`src/rtl/apb_pkg.sv`:
```
// ============================================================================
// Module   : apb_pkg
// Brief    : Shared APB master state encoding and peripheral register map.
// Revision : 1.0 - initial release
// ============================================================================
`default_nettype none

package apb_pkg;

    typedef enum logic [1:0] {
        IDLE   = 2'd0,
        SETUP  = 2'd1,
        ACCESS = 2'd2,
        RESP   = 2'd3
    } apb_mst_state_t;

    // Sin-LUT slave register offsets
    localparam logic [7:0]  SIN_CTRL_ADDR = 8'h10;
    localparam logic [7:0]  SIN_OUT_ADDR  = 8'h14;

    localparam logic [31:0] APB_ERR_DATA  = 32'hDEAD_BEEF;

endpackage

`default_nettype wire

```
`src/rtl/apb_wait_timer.sv`:
```
// ============================================================================
// Module   : apb_wait_timer
// Brief    : Saturating wait-state counter with clear, enable and terminal count.
// Revision : 1.0 - initial release
// ============================================================================
`default_nettype none

module apb_wait_timer #(
    parameter int TIMEOUT = 16
) (
    input  logic pclk,
    input  logic presetn,
    input  logic clr,
    input  logic en,
    output logic tc
);

    localparam int c_CNT_W = (TIMEOUT < 2) ? 1 : $clog2(TIMEOUT + 1);

    logic [c_CNT_W-1:0] r_count;

    always_ff @(posedge pclk or negedge presetn) begin
        if (!presetn) begin
            r_count <= '0;
        end else if (clr) begin
            r_count <= '0;
        end else if (en && (r_count != {c_CNT_W{1'b1}})) begin
            r_count <= r_count + 1'b1;
        end
    end

    generate
        if (TIMEOUT == 0) begin : g_no_watchdog
            assign tc = 1'b0;
        end else begin : g_watchdog
            assign tc = (r_count == c_CNT_W'(TIMEOUT - 1));
        end
    endgenerate

endmodule

`default_nettype wire

```
`src/rtl/apb_master_ctrl.sv`:
```
// ============================================================================
// Module   : apb_master_ctrl
// Brief    : Single-outstanding command to APB3 requester with wait watchdog.
// Revision : 1.0 - initial release
// ============================================================================
`default_nettype none

module apb_master_ctrl
    import apb_pkg::*;
#(
    parameter int ADDR_W  = 32,
    parameter int DATA_W  = 32,
    parameter int TIMEOUT = 16
) (
    input  logic              pclk,
    input  logic              presetn,
    input  logic              cmd_valid,
    output logic              cmd_ready,
    input  logic              cmd_write,
    input  logic [ADDR_W-1:0] cmd_addr,
    input  logic [DATA_W-1:0] cmd_wdata,
    output logic              rsp_valid,
    output logic [DATA_W-1:0] rsp_rdata,
    output logic              rsp_err,
    output logic              rsp_timeout,
    output logic [ADDR_W-1:0] paddr,
    output logic [DATA_W-1:0] pwdata,
    output logic              psel,
    output logic              penable,
    output logic              pwrite,
    input  logic              pready,
    input  logic              pslverr,
    input  logic [DATA_W-1:0] prdata
);

    localparam logic [1:0] c_ST_IDLE   = 2'(IDLE);
    localparam logic [1:0] c_ST_SETUP  = 2'(SETUP);
    localparam logic [1:0] c_ST_ACCESS = 2'(ACCESS);
    localparam logic [1:0] c_ST_RESP   = 2'(RESP);

    logic [1:0] r_state;
    logic       w_timer_clr;
    logic       w_timer_en;
    logic       w_timeout;

    assign cmd_ready   = (r_state == c_ST_IDLE);
    assign w_timer_clr = (r_state == c_ST_SETUP);
    assign w_timer_en  = (r_state == c_ST_ACCESS) && !pready;

    apb_wait_timer #(
        .TIMEOUT (TIMEOUT)
    ) u_wait_timer (
        .pclk    (pclk),
        .presetn (presetn),
        .clr     (w_timer_clr),
        .en      (w_timer_en),
        .tc      (w_timeout)
    );

    always_ff @(posedge pclk or negedge presetn) begin
        if (!presetn) begin
            r_state     <= c_ST_IDLE;
            psel        <= 1'b0;
            penable     <= 1'b0;
            pwrite      <= 1'b0;
            paddr       <= '0;
            pwdata      <= '0;
            rsp_valid   <= 1'b0;
            rsp_rdata   <= '0;
            rsp_err     <= 1'b0;
            rsp_timeout <= 1'b0;
        end else begin
            rsp_valid <= 1'b0;
            case (r_state)
                c_ST_IDLE: begin
                    if (cmd_valid) begin
                        paddr   <= cmd_addr;
                        pwrite  <= cmd_write;
                        pwdata  <= cmd_write ? cmd_wdata : '0;
                        psel    <= 1'b1;
                        penable <= 1'b0;
                        r_state <= c_ST_SETUP;
                    end
                end
                c_ST_SETUP: begin
                    penable <= 1'b1;
                    r_state <= c_ST_ACCESS;
                end
                c_ST_ACCESS: begin
                    // Slave completion takes priority over a same-cycle watchdog hit
                    if (pready) begin
                        rsp_rdata   <= pwrite ? '0 : prdata;
                        rsp_err     <= pslverr;
                        rsp_timeout <= 1'b0;
                        rsp_valid   <= 1'b1;
                        psel        <= 1'b0;
                        penable     <= 1'b0;
                        r_state     <= c_ST_RESP;
                    end else if (w_timeout) begin
                        rsp_rdata   <= '0;
                        rsp_err     <= 1'b1;
                        rsp_timeout <= 1'b1;
                        rsp_valid   <= 1'b1;
                        psel        <= 1'b0;
                        penable     <= 1'b0;
                        r_state     <= c_ST_RESP;
                    end
                end
                c_ST_RESP: begin
                    r_state <= c_ST_IDLE;
                end
                default: begin
                    r_state <= c_ST_IDLE;
                end
            endcase
        end
    end

endmodule

`default_nettype wire

```
`config.mk`:
```
export PLATFORM = sky130hd
export DESIGN_NAME = apb_master_ctrl
export DESIGN_NICKNAME = d
export VERILOG_FILES = /design/src/rtl/apb_pkg.sv /design/src/rtl/apb_wait_timer.sv /design/src/rtl/apb_master_ctrl.sv
export SDC_FILE = /design/constraint.sdc
export NUM_CORES = 1
export LEC_CHECK = 0
export ABC_AREA = 1
export CAP_MARGIN = 25
export CORE_MARGIN = 5
export CORE_UTILIZATION = 41
export DETAILED_ROUTE_END_ITERATION = 6
export GPL_TIMING_DRIVEN = 0
export PLACE_DENSITY = 0.87
export REMOVE_ABC_BUFFERS = 1
export SETUP_SLACK_MARGIN = 0.02
export SLEW_MARGIN = 30
export SYNTH_ARGS = -nofsm -noshare
export SYNTH_HDL_FRONTEND = slang
export SYNTH_HIERARCHICAL = 1
export SYNTH_SLANG_ARGS = --single-unit
export TNS_END_PERCENT = 5
```
`constraint.sdc`:
```
create_clock -name pclk -period 2.1 [get_ports pclk]
set_clock_uncertainty 0.1 [all_clocks]
set_input_delay 0.42 -clock pclk [delete_from_list [all_inputs] [get_ports pclk]]
set_output_delay 0.42 -clock pclk [all_outputs]
set_load 0.01 [all_outputs]
```
==> results of run 1 <==
-- flip-flops by register name, indices dropped and copies added (netlist names) --
name and cells:
u_wait_timer/r_count 5, rsp_err 1, pwdata 32, psel 1, r_state 2, rsp_rdata 32
penable 1, rsp_timeout 1, rsp_valid 1, pwrite 1, paddr 32
-- area by class of cell --
class / instances / area (um2) / area share, %
inverter: 14 / 53.80 / 0.7837
clock inverter: 4 / 70.07 / 1.021
sequential: 109 / 2728 / 39.73
multi-input combinational: 352 / 1567 / 22.82
tap: 136 / 170.2 / 2.479
timing repair buffer: 208 / 2122 / 30.91
clock buffer: 12 / 155.1 / 2.260
-- critical path, cell delays in order, from the launching register on --
cell,delay [ns]
sky130_fd_sc_hd__dfrtp_1,0.41
sky130_fd_sc_hd__ha_1,0.24
sky130_fd_sc_hd__nand2_1,0.11
sky130_fd_sc_hd__nor2_2,0.07
sky130_fd_sc_hd__ha_4,0.19
sky130_fd_sc_hd__o21ai_2,0.58
sky130_fd_sc_hd__nand2_1,0.13
sky130_fd_sc_hd__nand2_1,0.11
-- routing by layer --
metal | track usage [%] | routed length, um | vias up
met5 | 0 | 0 | -
met4 | 9.375 | 389 | 0
met3 | 6.525 | 1267 | 31
met2 | 31.76 | 6201 | 184
met1 | 21.87 | 4872 | 1887
li1 | - | - | 1941
-- metrics by stage --
stage,util [%],power (mW),worst slack (ns)
finish,65.91,9.337,0.1038
global route,65.91,10.00,0.001213
global placement,62.34,7.688,-3.478
detailed placement,63.03,7.927,-0.4941
floorplan,-,5.277,-1.701
CTS,65.45,9.373,-0.05976
-- logic make-up (layout without fill, tap and decap cells) --
| family | after synthesis | after routing | share of synthesized area [%] |
|---|---|---|---|
| fa+ha+maj | 8 | 8 | 2.270 |
| flops | 109 | 109 | 61.84 |
| compound gates | 38 | 39 | 4.454 |
| simple gates | 304 | 305 | 27.32 |
| buf+inv | 40 | 238 | 4.113 |
-- placed cells by master (no fill, tap or decap), types with 2 or more instances in the layout --
| cell | count |
|---|---|
| sky130_fd_sc_hd__o21ai_0 | 34 |
| sky130_fd_sc_hd__nor2_4 | 4 |
| sky130_fd_sc_hd__nor2_1 | 15 |
| sky130_fd_sc_hd__dfrtp_1 | 109 |
| sky130_fd_sc_hd__clkdlybuf4s50_1 | 201 |
| sky130_fd_sc_hd__nand2_2 | 2 |
| sky130_fd_sc_hd__a21oi_1 | 2 |
| sky130_fd_sc_hd__bufinv_16 | 2 |
| sky130_fd_sc_hd__inv_2 | 4 |
| sky130_fd_sc_hd__nand3_1 | 35 |
| sky130_fd_sc_hd__nand2_1 | 246 |
| sky130_fd_sc_hd__ha_1 | 5 |
| sky130_fd_sc_hd__ha_2 | 2 |
| sky130_fd_sc_hd__buf_16 | 2 |
| sky130_fd_sc_hd__clkinv_2 | 3 |
| sky130_fd_sc_hd__inv_1 | 9 |
| sky130_fd_sc_hd__clkbuf_8 | 11 |
-- timing repair --
action	4_1_cts	5_1_grt
hold buffers	1	0
setup endpoints to repair	68	35
resized for setup	6	3
setup buffers	0	1
pin swaps	0	2
gates cloned	0	2
hold endpoints to repair	54	0
-- cells in the mapped netlist, types with 2 or more instances --
cell	n	area, um2
sky130_fd_sc_hd__buf_4	3	22.52
sky130_fd_sc_hd__clkbuf_1	6	22.52
sky130_fd_sc_hd__nand2_1	247	927.1
sky130_fd_sc_hd__inv_2	4	15.01
sky130_fd_sc_hd__ha_1	8	100.1
sky130_fd_sc_hd__buf_2	16	80.08
sky130_fd_sc_hd__o21ai_0	34	170.2
sky130_fd_sc_hd__nor2_1	16	60.06
sky130_fd_sc_hd__inv_1	9	33.78
sky130_fd_sc_hd__a21oi_1	2	10.01
sky130_fd_sc_hd__dfrtp_1	109	2728
sky130_fd_sc_hd__nor2_2	2	12.51
sky130_fd_sc_hd__nand2_2	2	12.51
sky130_fd_sc_hd__nand3_1	35	175.2
-- power breakdown --
part	switching [mW]	leakage, nW	internal [mW]
Clock	0.673	0.116	0.735
Sequential	0.529	1.41	3.04
Combinational	2.09	1.77	2.27
Total	3.29	3.30	6.04
-- final timing paths --
check	startpoint	end	slack, ns
min in group asynchronous	presetn	rsp_valid$_DFF_PN0_	0.49
max	u_wait_timer/r_count[0]$_DFFE_PN0P_	rsp_rdata[18]$_DFFE_PN0P_	0.10
min reg2reg	rsp_rdata[27]$_DFFE_PN0P_	rsp_rdata[27]$_DFFE_PN0P_	0.38
min	rsp_rdata[27]$_DFFE_PN0P_	rsp_rdata[27]$_DFFE_PN0P_	0.38
max reg2reg	u_wait_timer/r_count[0]$_DFFE_PN0P_	rsp_rdata[18]$_DFFE_PN0P_	0.10
max in group asynchronous	presetn	pwdata[15]$_DFFE_PN0P_	0.78
==> results.rst, run 1 <==
.. list-table::
   :header-rows: 1

   * - Metric
     - Value
   * - Outcome
     - finished clean
   * - Final Cell Area
     - 0.006865 mm2
   * - Proportion of synthesized flip-flops having asynchronous set or reset
     - 100.0%
   * - Final period utilization
     - 95.06%
   * - Total vias in the final route
     - 4043
   * - Synthesized area per cell
     - 8.839 um2
   * - Leakage power summed over all cells
     - 3.296 nW
   * - Peak supply drop
     - 0.7061 mV
   * - Warnings from Yosys
     - 6
   * - Crit path time final
     - 1.996 ns
   * - Post-synthesis sequential area ratio
     - 61.84%
   * - Final count of pins violating max slew
     - 0
   * - Measured slew at the worst slew-check pin
     - 0.7112 ns
   * - Die width
     - 113.7 um
   * - Largest net degree at the start of global routing
     - 79
   * - Final weighted congestion of routability-driven global placement
     - 0.9115
   * - Register bit total from synthesis
     - 109
   * - Fillers
     - 810
   * - Max Cap Viol
     - 0
   * - Critical path required time
     - 2.30 ns
   * - Post-synth EDFFs
     - 0
   * - Clock input transition at the sequential cells of the worst setup and hold paths
     - 0.10 ns
   * - All-Layer GR Usage
     - 19.05%
   * - Count of cell types in the netlist
     - 20
   * - Largest buffer count on any clock path
     - 2
   * - GRT overflow
     - 0
   * - Count of unresolved DRC violations after routing
     - 0
   * - Initial antenna violation count
     - 0
   * - Total number of H-tree levels
     - 3
   * - Number of design-rule violations left by the first detailed-router iteration
     - 317
   * - Count of nets after finishing
     - 804
   * - Placed insts
     - 815
   * - Routed wire length
     - 12730 um
   * - Number of placement rows
     - 37
   * - N_diodes
     - 0
   * - Sink count of the clock tree
     - 109
   * - Total clock buffers created by CTS
     - 9
   * - First-pass GRT wire length
     - 19910 um
   * - Synthesized instance count
     - 499
   * - Power per cell area
     - 1360 mW/mm2
   * - Crit path kind
     - reg -> reg
   * - Placed instance area
     - 0.006565 mm2
   * - Number of port buffers
     - 204
   * - Final instance count without filler cells
     - 835
   * - Number of hold violations in the final report
     - 0
   * - Setup TNS after final layout
     - 0 ns
   * - Area enclosed by the die boundary
     - 0.01293 mm2
   * - Most used flip-flop cell after synthesis
     - sky130_fd_sc_hd__dfrtp_1
   * - RSZ-0062 raised after global routing
     - true
   * - Worst Reg2Reg Path Length in Cells
     - 7
   * - TritonCTS clock tree
     - done
   * - Number of nets with antenna violations after routing
     - 0
   * - Final setup violation count
     - 0
   * - Via/cell ratio
     - 4.842
   * - Per-cell routed wire length
     - 15.25 um
   * - Dpl hpwl
     - 9262 um
   * - Endpoint class of the critical path
     - register
   * - Skew-Pair Late Insertion Delay
     - 0.36 ns
   * - Highest clock frequency the design can meet
     - 501.0 MHz
   * - Worst hold slack
     - 0.3836 ns
   * - Vias in the first global route
     - 4073
   * - Worst-case headroom to the max-slew limit
     - 52.58%
   * - Clock tree root buffer cell
     - sky130_fd_sc_hd__clkbuf_8
   * - Initial core utilization
     - 42.34%
   * - Die Y
     - 113.7 um
   * - Arrival @ worst endpoint
     - 2.20 ns
   * - Crit Path Max Fanout
     - 16
   * - Area of the mapped netlist
     - 0.004410 mm2
   * - Kind of launch point of the worst setup path
     - register
   * - Syn-to-layout area delta
     - 55.66%
   * - Layout cell share with drive strength beyond 1
     - 5.436%
   * - Length of the first detailed-routing pass in iterations
     - 4
   * - Class of the tightest hold or removal check
     - reg -> reg
   * - Placeable core region
     - 0.01042 mm2
   * - Number of top-level pins
     - 205
   * - Worst hold path stage count
     - 2
No activity file was read; power rests on OpenSTA's default activity.
==> inputs of run 2 (changes only) <==
GPL_ROUTABILITY_DRIVEN = 0   (was not set)
TNS_END_PERCENT = 20   (was 5)
==> results of run 2 <==
Final layout, timing and power as in run 1 (identical DEF).
==> inputs of run 3 (changes only) <==
GPL_TIMING_DRIVEN = not set   (was 0)
==> run 3 against run 2 <==
Against the previous run: fmax increased by 3.5%; combinational power barely moved; sequential cell count did not move; global-route usage rose by 0.67 points; count of clock-buffer cells in the layout down 3; via count fell by 0.94%; power about the same; utilization about the same; register-to-register slack improved by 0.21 ns; worst hold slack got worse by 0.017 ns; setup slack improved by 0.068 ns.
==> results.rst, run 3 (synthesis results as in run 1) <==
.. list-table::
   :header-rows: 1

   * - Metric
     - Value
   * - Via/cell ratio
     - 4.774 (-1.4%)
   * - RSZ-0062 raised after global routing
     - false
   * - Power per cell area
     - 1359 mW/mm2 (about the same)
   * - Arrival @ worst endpoint
     - 1.41 ns (-0.79 ns)
   * - Fillers
     - 835 (+3.1%)
   * - Count of nets after finishing
     - 808 (+0.50%)
   * - Max Cap Viol
     - 0 (unchanged)
   * - TritonCTS clock tree
     - done
   * - Count of unresolved DRC violations after routing
     - 0 (unchanged)
   * - Dpl hpwl
     - 9429 um (+1.8%)
   * - Register area
     - 0.002728 mm2 (unchanged)
   * - Vias in the first global route
     - 4281 (+5.1%)
   * - Crit Path Max Fanout
     - 4 (-12)
   * - Number of hold violations in the final report
     - 0 (unchanged)
   * - Final instance count without filler cells
     - 839 (+0.48%)
   * - Sink count of the clock tree
     - 109 (unchanged)
   * - Worst hold slack
     - 0.3670 ns (-0.01660 ns)
   * - Highest clock frequency the design can meet
     - 518.7 MHz (+3.5%)
   * - Initial antenna violation count
     - 0 (unchanged)
   * - Number of placement rows
     - 37 (unchanged)
   * - Number of nets with antenna violations after routing
     - 0 (unchanged)
   * - First-pass GRT wire length
     - 20710 um (+4.0%)
   * - Routed wire length
     - 12500 um (-1.8%)
   * - Number of design-rule violations left by the first detailed-router iteration
     - 289 (-8.8%)
   * - Largest buffer count on any clock path
     - 2 (unchanged)
   * - Kind of launch point of the worst setup path
     - register
   * - Registers with the highest flip-flop counts
     - paddr x32, pwdata x32, rsp_rdata x32
   * - Per-cell routed wire length
     - 14.90 um (-2.2%)
   * - Length of the first detailed-routing pass in iterations
     - 4 (unchanged)
   * - Critical path required time
     - 1.58 ns (-0.72 ns)
   * - Largest net degree at the start of global routing
     - 79 (unchanged)
   * - Clock tree root buffer cell
     - sky130_fd_sc_hd__clkbuf_8
   * - Final period utilization
     - 91.80% (-3.3 points)
   * - Syn-to-layout area delta
     - 55.74% (about the same)
   * - Clock input transition at the sequential cells of the worst setup and hold paths
     - 0.11 ns (about the same)
   * - GRT overflow
     - 0 (unchanged)
   * - Worst Reg2Reg Path Length in Cells
     - 9 (+2)
   * - All-Layer GR Usage
     - 19.72% (+0.67 points)
   * - Total area of multi-input combinational cells
     - 0.001504 mm2 (-4.0%)
   * - Setup TNS after final layout
     - 0 ns (unchanged)
   * - Endpoint class of the critical path
     - output pin
   * - Class of the tightest hold or removal check
     - in -> async
   * - Layout cell share with drive strength beyond 1
     - 5.263% (-0.17 points)
   * - Highest-count cells in the layout ignoring fill and taps
     - sky130_fd_sc_hd__nand2_1, sky130_fd_sc_hd__clkdlybuf4s50_1, sky130_fd_sc_hd__dfrtp_1
   * - Die width
     - 113.7 um (unchanged)
   * - Total number of H-tree levels
     - 3 (unchanged)
   * - Area enclosed by the die boundary
     - 0.01293 mm2 (unchanged)
   * - Outcome
     - finished clean
   * - Initial core utilization
     - 42.34% (unchanged)
   * - Peak supply drop
     - 0.6514 mV (-7.7%)
   * - Crit path time final
     - 1.928 ns (-0.06831 ns)
   * - Final setup violation count
     - 0 (unchanged)
   * - Skew-Pair Late Insertion Delay
     - 0.36 ns (about the same)
   * - Number of top-level pins
     - 205 (unchanged)
   * - Leakage power summed over all cells
     - 3.301 nW (+0.17%)
   * - Placeable core region
     - 0.01042 mm2 (unchanged)
   * - Worst-case headroom to the max-slew limit
     - 72.61% (+20 points)
   * - Total clock buffers created by CTS
     - 9 (unchanged)
   * - Measured slew at the worst slew-check pin
     - 0.4109 ns (-0.3003 ns)
   * - Number of port buffers
     - 204 (unchanged)
   * - Placed insts
     - 822 (+0.86%)
   * - Final count of pins violating max slew
     - 0 (unchanged)
   * - Total vias in the final route
     - 4005 (-0.94%)
   * - Crit path kind
     - reg -> out
   * - Die Y
     - 113.7 um (unchanged)
   * - N_diodes
     - 0 (unchanged)
   * - Most common library cell in the layout ignoring fill and taps
     - sky130_fd_sc_hd__nand2_1
run 3: changes by cell type in the layout (fill, tap and decap cells not counted), sizes merged:
| cell | previous run | this run |
|---|---|---|
| o21ai | 36 | 35 |
| clkdlybuf4s50 | 201 | 202 |
| buf | 5 | 10 |
| nor2 | 20 | 19 |
| clkinvlp | 0 | 3 |
| clkbuf | 12 | 9 |
run 3: power breakdown:
part           leakage (nW)  total [mW]  internal, mW  switching [mW]
registers              1.41        3.58          3.04           0.542
logic                  1.79        4.34          2.31            2.04
clock network         0.102        1.41         0.676           0.731
run 3: layout make-up:
class	count	area share, %
Tap cell	136	2.477
Inverter	14	0.7650
Multi-Input combinational cell	350	21.89
Sequential cell	109	39.71
Timing Repair Buffer	214	31.89
Clock buffer	9	1.803
Clock inverter	7	1.457
run 3: final timing paths:
kind	start	end	slack (ns)
max reg2reg	u_wait_timer/r_count[0]$_DFFE_PN0P_	r_state[0]$_DFFE_PN0P_	0.31
min reg2reg	paddr[18]$_DFFE_PN0P_	paddr[18]$_DFFE_PN0P_	0.38
max in group asynchronous	presetn	pwdata[3]$_DFFE_PN0P_	0.86
min in group pclk	paddr[18]$_DFFE_PN0P_	paddr[18]$_DFFE_PN0P_	0.38
min	presetn	pwdata[14]$_DFFE_PN0P_	0.37
max	r_state[0]$_DFFE_PN0P_	cmd_ready	0.17
run 3: stage by stage:
stage               worst slack, ns  util, %  power, mW  area (um2)
finish                       0.1721    65.95      9.333        6869
CTS                          0.1500    65.95      9.441        6869
global placement             0.3228    63.71      7.827        6636
detailed placement           0.2965    63.71      8.014        6636
global route                 0.1030    65.95      10.01        6869
floorplan                    -1.701        -      5.277        4282
run 3: repair_timing:
item                                    4_1_cts  5_1_grt
buffers inserted                              0        0
hold endpoints to repair                     13        0
hold buffers                                  1        0
endpoints found under the setup margin        1        0
resized for setup                             1        0
run 3: metal layers:
metal	vias up	global-route usage, %	routed length, um
met5	-	0	0
met4	0	6.891	227
met3	17	7.162	1313
met2	157	32.82	5944
met1	1883	23.62	5019
li1	1948	-	-
run 3: critical path, stage by stage (launching register included):
cell	delay, ns
sky130_fd_sc_hd__dfrtp_1	0.43
sky130_fd_sc_hd__inv_1	0.12
sky130_fd_sc_hd__ha_1	0.21
sky130_fd_sc_hd__dlygate4sd2_1	0.29
